==> src/rtl/servo_slew_ctrl_pkg.sv <==
// -----------------------------------------------------------------------------
// servo_pkg
//   Shared widths, register field offsets, channel state encoding and a
//   small step helper for the servo slew controller.
//   No ports (package).
// -----------------------------------------------------------------------------
package servo_pkg;

  localparam int POS_W    = 8;   // position width (PWM channel width)
  localparam int RATE_W   = 8;   // ticks-per-step width
  localparam int DATA_W   = 16;  // register data width
  localparam int RATE_LSB = 8;   // Rate field offset in register data
  localparam int TGT_LSB  = 0;   // Target field offset in write data

  localparam logic [POS_W-1:0] INIT_POS_DEFAULT = 8'h80;

  // Channel condition, derived every cycle from CurPos/Target/Rate.
  typedef enum logic [1:0] {
    ST_HOLD = 2'd0,  // CurPos == Target
    ST_SNAP = 2'd1,  // Rate == 0, jump straight to Target
    ST_RAMP = 2'd2   // Rate != 0, one LSB every Rate ticks
  } chan_state_e;

  // One LSB toward tgt; never passes it, so the 0x00/0xFF ends cannot wrap.
  function automatic logic [POS_W-1:0] step_toward(input logic [POS_W-1:0] cur,
                                                   input logic [POS_W-1:0] tgt);
    logic [POS_W-1:0] res;
    res = cur;
    if (cur < tgt) begin
      res = cur + POS_W'(1);
    end else if (cur > tgt) begin
      res = cur - POS_W'(1);
    end
    return res;
  endfunction

endpackage

==> src/rtl/servo_slew_chan.sv <==
// -----------------------------------------------------------------------------
// servo_slew_chan
//   One servo channel: Target, Rate, CurPos and the tick sub-counter plus the
//   HOLD/SNAP/RAMP step logic.
// Ports
//   Clk       in   system clock, posedge
//   nReset    in   asynchronous active-low reset
//   Tick      in   one-cycle slew tick from the shared prescaler
//   Load      in   write strobe for this channel (wins over Tick)
//   LoadData  in   {Rate[15:8], Target[7:0]}
//   CurPos    out  current position (registered)
//   Rate      out  programmed rate (registered, for read-back)
//   Busy      out  CurPos != Target
// -----------------------------------------------------------------------------
module servo_slew_chan
  import servo_pkg::*;
#(
  parameter logic [POS_W-1:0] INIT_POS = INIT_POS_DEFAULT
) (
  input  logic              Clk,
  input  logic              nReset,
  input  logic              Tick,
  input  logic              Load,
  input  logic [DATA_W-1:0] LoadData,
  output logic [POS_W-1:0]  CurPos,
  output logic [RATE_W-1:0] Rate,
  output logic              Busy
);

  logic [POS_W-1:0]  cur_pos_q, cur_pos_d;
  logic [POS_W-1:0]  tgt_q, tgt_d;
  logic [RATE_W-1:0] rate_q, rate_d;
  logic [RATE_W-1:0] int_cnt_q, int_cnt_d;
  chan_state_e       state;

  always_comb begin
    if (cur_pos_q == tgt_q) begin
      state = ST_HOLD;
    end else if (rate_q == '0) begin
      state = ST_SNAP;
    end else begin
      state = ST_RAMP;
    end
  end

  always_comb begin
    cur_pos_d = cur_pos_q;
    tgt_d     = tgt_q;
    rate_d    = rate_q;
    int_cnt_d = int_cnt_q;
    if (Load) begin
      // A write restarts the sub-count and suppresses any coincident Tick;
      // CurPos is untouched so a retarget never loses or repeats a step.
      tgt_d     = LoadData[TGT_LSB +: POS_W];
      rate_d    = LoadData[RATE_LSB +: RATE_W];
      int_cnt_d = '0;
    end else begin
      unique case (state)
        ST_HOLD: int_cnt_d = '0;
        ST_SNAP: cur_pos_d = tgt_q;
        ST_RAMP: begin
          if (Tick) begin
            // int_cnt_q < rate_q always holds (cleared on load and on step),
            // so the +1 cannot overflow.
            if (int_cnt_q + RATE_W'(1) == rate_q) begin
              cur_pos_d = step_toward(cur_pos_q, tgt_q);
              int_cnt_d = '0;
            end else begin
              int_cnt_d = int_cnt_q + RATE_W'(1);
            end
          end
        end
        default: int_cnt_d = '0;
      endcase
    end
  end

  always_ff @(posedge Clk or negedge nReset) begin
    if (!nReset) begin
      cur_pos_q <= INIT_POS;
      tgt_q     <= INIT_POS;
      rate_q    <= '0;
      int_cnt_q <= '0;
    end else begin
      cur_pos_q <= cur_pos_d;
      tgt_q     <= tgt_d;
      rate_q    <= rate_d;
      int_cnt_q <= int_cnt_d;
    end
  end

  assign CurPos = cur_pos_q;
  assign Rate   = rate_q;
  assign Busy   = (state != ST_HOLD);

endmodule

==> src/rtl/servo_slew_ctrl.sv <==
// -----------------------------------------------------------------------------
// servo_slew_ctrl
//   Multi-channel servo position slew controller feeding the PWM stage.
//   Holds the shared tick prescaler, register address decode and read mux;
//   each channel is a servo_slew_chan.
// Ports
//   Clk       in   system clock, posedge
//   nReset    in   asynchronous active-low reset
//   WrEn      in   one-cycle register write strobe
//   Addr      in   channel select for read and write
//   DataWr    in   {Rate[15:8], Target[7:0]}
//   DataRd    out  {Rate[15:8], CurPos[7:0]} of Addr, 0 when out of range
//   ChanPos   out  packed CurPos, channel i at [8i+7:8i]
//   Busy      out  per-channel CurPos != Target
// -----------------------------------------------------------------------------
module servo_slew_ctrl
  import servo_pkg::*;
#(
  parameter int               NUM_SERVO = 2,
  parameter int               ADDR_W    = 5,
  parameter int               TICK_DIV  = 4000,
  parameter logic [POS_W-1:0] INIT_POS  = INIT_POS_DEFAULT
) (
  input  logic                       Clk,
  input  logic                       nReset,
  input  logic                       WrEn,
  input  logic [ADDR_W-1:0]          Addr,
  input  logic [DATA_W-1:0]          DataWr,
  output logic [DATA_W-1:0]          DataRd,
  output logic [NUM_SERVO*POS_W-1:0] ChanPos,
  output logic [NUM_SERVO-1:0]       Busy
);

  localparam int CNT_W = $clog2(TICK_DIV);

  logic [CNT_W-1:0]     presc_q, presc_d;
  logic                 tick;
  logic [NUM_SERVO-1:0] load;
  logic [POS_W-1:0]     cur_pos [NUM_SERVO];
  logic [RATE_W-1:0]    rate    [NUM_SERVO];

  // Free-running prescaler; tick is decoded from the registered count.
  assign tick = (presc_q == CNT_W'(TICK_DIV - 1));

  always_comb begin
    presc_d = presc_q + CNT_W'(1);
    if (tick) begin
      presc_d = '0;
    end
  end

  always_ff @(posedge Clk or negedge nReset) begin
    if (!nReset) begin
      presc_q <= '0;
    end else begin
      presc_q <= presc_d;
    end
  end

  genvar gi;
  generate
    for (gi = 0; gi < NUM_SERVO; gi++) begin : g_chan
      // Out-of-range addresses match no channel, so such writes are dropped.
      assign load[gi] = WrEn && (Addr == ADDR_W'(gi));

      servo_slew_chan #(
        .INIT_POS (INIT_POS)
      ) u_chan (
        .Clk      (Clk),
        .nReset   (nReset),
        .Tick     (tick),
        .Load     (load[gi]),
        .LoadData (DataWr),
        .CurPos   (cur_pos[gi]),
        .Rate     (rate[gi]),
        .Busy     (Busy[gi])
      );

      assign ChanPos[gi*POS_W +: POS_W] = cur_pos[gi];
    end
  endgenerate

  always_comb begin
    DataRd = '0;
    for (int i = 0; i < NUM_SERVO; i++) begin
      if (Addr == ADDR_W'(i)) begin
        DataRd = {rate[i], cur_pos[i]};
      end
    end
  end

endmodule

==> config.mk <==
export PLATFORM = sky130hd
export DESIGN_NAME = servo_slew_ctrl
export DESIGN_NICKNAME = d
export VERILOG_FILES = /design/src/rtl/servo_slew_ctrl_pkg.sv /design/src/rtl/servo_slew_chan.sv /design/src/rtl/servo_slew_ctrl.sv
export SDC_FILE = /design/constraint.sdc
export NUM_CORES = 1
export LEC_CHECK = 0
export CAP_MARGIN = 20
export CORE_MARGIN = 3
export CORE_UTILIZATION = 40
export CTS_BUF_LIST = sky130_fd_sc_hd__clkbuf_2
export DETAILED_ROUTE_END_ITERATION = 16
export PLACE_DENSITY = 0.56
export SYNTH_ARGS = -nofsm -noshare
export SYNTH_HDL_FRONTEND = slang
export SYNTH_HIERARCHICAL = 1
export SYNTH_SLANG_ARGS = --single-unit
==> constraint.sdc <==
create_clock -name Clk -period 5.2 [get_ports Clk]
set_input_delay 1.04 -clock Clk [delete_from_list [all_inputs] [get_ports Clk]]
set_output_delay 1.04 -clock Clk [all_outputs]
set_load 0.02 [all_outputs]
### Yosys cells after proc, flatten, opt, wreduce, memory -nomap -nowiden

Cells that the tools add are included.

| storage, ports and cells | value |
|---|---|
| output and inout bits | 34 |
| register bits | 76 |
| logic and storage cells | 80 |
| input bits | 24 |

| operators by class | value |
|---|---|
| add/subtract/negate cells | 7 |
| $lt $le $gt $ge | 4 |
| bitwise gates (word level) | 2 |
| mux-type cells | 25 |
| reductions and logical operators | 13 |
| equal/unequal tests | 20 |

Operator list:

| kind | count |
|---|---|
| $mux 8 | 14 |
| $pmux 8 s2 | 4 |
| $add 8x1->8 const B | 4 |
| $eq 8x8->1 | 4 |
| $mux 16 | 2 |
| $gt 8x8->1 | 2 |
| $logic_not 8->1 | 2 |
| $lt 8x8->1 | 2 |
| $sub 8x1->8 const B | 2 |
| $add 12x1->12 const B | 1 |
| $eq 12x12->1 const B | 1 |
| $mux 12 | 1 |
| $ne 2x1->1 const B | 5 |
| $reduce_and 5->1 | 2 |
| $ne 3x1->1 const B | 3 |
| $mux 2 | 4 |
| $reduce_bool 2->1 | 4 |
| $eq 5x1->1 const B | 1 |
| $logic_not 5->1 | 1 |
| $eq 2x1->1 const B | 2 |
| $eq 2x2->1 const B | 2 |
| $reduce_and 2->1 | 2 |
| $ne 3x2->1 const B | 1 |
| $logic_and 1x1->1 | 2 |
| 2 further kinds | 3 |

### Logic depth before layout (Yosys ltp)

| depth | value |
|---|---|
| depth after elaboration | 6 |
| depth in mapped cells | 14 |
| depth with buffers taken out | 14 |

### Modules after synthesis

Netlist, hierarchy kept.

Modules (own cells, without submodules):

| module | seq. area each (sq um) | area an instance (sq um) | cells an instance | instances |
|---|---|---|---|---|
| servo_slew_chan | 803.3 | 2113.3 | 225 | 2 |
| servo_slew_ctrl | 300.3 | 870.8 | 94 | 1 |

### Worst setup path before layout

OpenSTA, ideal clock, no wires.

| timing | value |
|---|---|
| path kind | in2out |
| from | in Addr[3] |
| to | out DataRd[10] |
| stages on the path | 4 |
| slack | 2034 ps |
| buffers on the path | 2 |
| required time | 4160 ps |
| data arrival time | 2126 ps |
| path through | or4_4 > buf_6 > buf_6 > nor2_1 |

| between the ends | value |
|---|---|
| word-level cells in the longest chain between the ends | 3 |
| elaborated cells between the ends (all ways) | 4 |
| those cells by class | eq/ne (1); mux (2); reduce/logical (1) |

Ends and longest elaborated chain:

| item | RTL line | text |
|---|---|---|
| from (decl) | servo_slew_ctrl.sv:27 | `input logic [ADDR_W-1:0] Addr,` |
| $logic_not 5->1 | servo_slew_ctrl.sv:86 | `if (Addr == ADDR_W'(i)) begin` |
| $mux 16 | servo_slew_ctrl.sv:86 |  |
| $mux 16 * | servo_slew_ctrl.sv:86 |  |
| to (decl) | servo_slew_ctrl.sv:29 | `output logic [DATA_W-1:0] DataRd,` |

Every way passes the cells marked *; elsewhere a longest branch is shown, timed or not.

### Worst setup path in the final report

| timing | value |
|---|---|
| from | in Addr[3] |
| to | out DataRd[15] |

Same word-level chain as after synthesis.

==> flow_summary.yaml <==
critical_path:
  cp.required_ns: 4.16
  cpMaxStageDelayCell: "or4_4"
  slowest_delay_ns: 0.67
  cp_cell_sequence: "clkdlybuf4s50_1, or4_4, nor2_1, clkdlybuf4s50_1"
  cp.buffers_inverters: 2
  path_delay_family: "buffers and inverters"
  cp-end-kind: "output pin"
  cp.arrival_ns: 2.96
  crit_top_cell: "clkdlybuf4s50_1"
  cp_max_fo: 18
  setup.worst_path.start_class: "input pin"
  critPathKind: "in2out"
synth:
  synth_area_leaders: "dfrtp_1 (35%), ha_1 (8.1%), o21ai_0 (4.8%)"
  synth-main-ff-cell: "dfrtp_1"
  synthTopCellsByCount: "dfrtp_1 (72), nand2_1 (56), nor2_1 (52), o21ai_0 (49), a21oi_1 (37)"
  synth_nets: 603
  synth_most_common_cell: "dfrtp_1"
  synth.avg_cell_area_um2: 9.370
  synthArstFlopShare: 1.000
  synth_cell_types: 56
  syn_inst: 544
  synth_seq_cells: 76
  synth-edff-count: 0
  ys_seq_area_frac: 0.3741
  ys_warn_count: 6
  synth_top_cell_by_area: "dfrtp_1"
  syn-cell-area_mm2: 0.005097
  netlist.area_leader.share: 0.3535
timing:
  tns_ns: 0
  slew_viol_final: 0
  rsz0062_at_grt: "no"
  hold_viol_final: 0
  setup_slack_ns: 1.203
  fin_crit_sh: 0.7687
  fin_hold_ws_ns: 0.3728
  relSlewSlack: 0.3089
  finalCriticalPeriod_ns: 3.997
  max_freq_mhz: 250.2
  finalSetupViolCount: 0
  tightest_slew_ns: 1.031
  fin_skew_ns: 0.02768
drt:
  drt-pass1-iter-count: 6
  drt_iter0_drc: 187
  drtAntennaViolNets: 0
  vias: 4251
  drc_errors: 0
  vias_per_cell: 5.478
  wl_mm: 12.72
  wl_per_cell_um: 16.39
place:
  dp_hpwl_mm: 9.298
  gp_congestion: 0.8533
  numPortBuffers: 57
  place_area_mm2: 0.005821
  placed_cells: 759
  dp_slack_ns: 1.184
layout:
  drive_gt1_frac: 0.1250
  syn_to_final_growth_pct: 17.08
  diodes: 0
  fin_nets: 662
  final_cells: 776
  finish.utilization: 0.4887
  final_area_mm2: 0.005968
clocking:
  clock_sinks: 76
  cts_made_buffers: 9
  cts_buffer_depth: 2
  path_clk_slew_ns: 0.24
  cts-resized-gates: 0
  root_buffer: "clkbuf_2"
  cts_setup_buffers: 0
  insertion_delay_ns: 0.56
  cts_htree_levels: 3
  cts_hold_buf: 0
  cts_tree: "done"
floorplanning:
  rows: 40
  ioPinCount: 58
  die-area_mm2: 0.01413
  coreArea_mm2: 0.01221
  die_w_um: 118.9
  floorplan.initialDensity: 0.4174
  chipHeight_um: 118.9
global_routing:
  antenna_found_initial: 0
  grt_pass1_wl_mm: 21.33
  grt_usage: 0.1861
  grt_max_degree: 77
  grt_overflow_total: 0
  grt_pass1_vias: 4232
pwr:
  irDropWorstVdd_mv: 0.3740
  p_leak_nw: 2.604
  powerDensity_mw_per_mm2: 463.6
  power_mw: 2.767
run:
  cap_violations: 0
min_path:
  hold_path_class: "in2async"
run_status:
  status: "finished clean"
==> cell families after synthesis <==
group / synth area share
xor gates and xnor gates: 0.05498
DFF: 0.3741
muxes: 0.07118
adders and majority gates: 0.08886
and+or+nand+nor: 0.1829
buffers and inverters: 0.03584
AOI/OAI and AO/OA: 0.1922
==> registers in the layout, summed over array words and instances, names as in the netlist <==
name,count
g_chan.u_chan/Rate,16
presc_q,12
g_chan.u_chan/tgt_q,16
g_chan.u_chan/CurPos,16
g_chan.u_chan/int_cnt_q,16
==> report_power, final <==
part | internal, mW | leakage, nW | switching [mW]
clock | 0.113 | 0.0666 | 0.235
combinational | 0.696 | 1.59 | 0.796
sequential | 0.723 | 0.950 | 0.203
==> layout make-up <==
class	count	area, um2
tap	168	210.2
clock inverter	7	75.07
fill	1228	6243
timing repair buffer	62	625.6
clock buffer	9	45.04
inverter	26	97.59
sequential	76	1907
multi-input combinational	428	3008
==> path summary, 6_finish.rpt <==
| kind | startpoint | end | slack, ns | cells after the start |
|---|---|---|---|---|
| hold reg to reg | presc_q[0] | presc_q[0] | 0.54 | 1 |
| setup / recovery | Addr[3] | DataRd[15] | 1.20 | 4 |
| hold / removal | nReset | presc_q[1] | 0.37 | 1 |
| min in group Clk | presc_q[0] | presc_q[0] | 0.54 | 1 |
| setup reg to reg | g_chan[1].u_chan/CurPos[1] | g_chan[1].u_chan/CurPos[7] | 1.82 | 13 |
| max in group asynchronous | nReset | g_chan[1].u_chan/tgt_q[7] | 4.15 | 2 |
==> layout by cell type, fill, tap and decap left out, types with 12 or more instances in the layout <==
cell type / synthesis / final
dfrtp_1: 72 / 72
nand2_1: 56 / 56
clkdlybuf4s50_1: 0 / 56
nor2_1: 52 / 52
o21ai_0: 49 / 49
a21oi_1: 37 / 37
ha_1: 33 / 33
inv_1: 26 / 26
xnor2_1: 20 / 20
mux2_2: 18 / 18
mux2i_1: 16 / 16
o21ai_1: 14 / 14
nand3_1: 13 / 13
xor2_1: 12 / 12
==> layer usage <==
layer / track usage / up-vias / wire (um)
met5: 0 / - / 0
met3: 0.03704 / 12 / 518
met2: 0.3020 / 81 / 6037
met4: 0.05793 / 0 / 151
met1: 0.2515 / 2075 / 6014
li1: - / 2083 / -
Note: power is estimated with default switching activity, not from simulation.
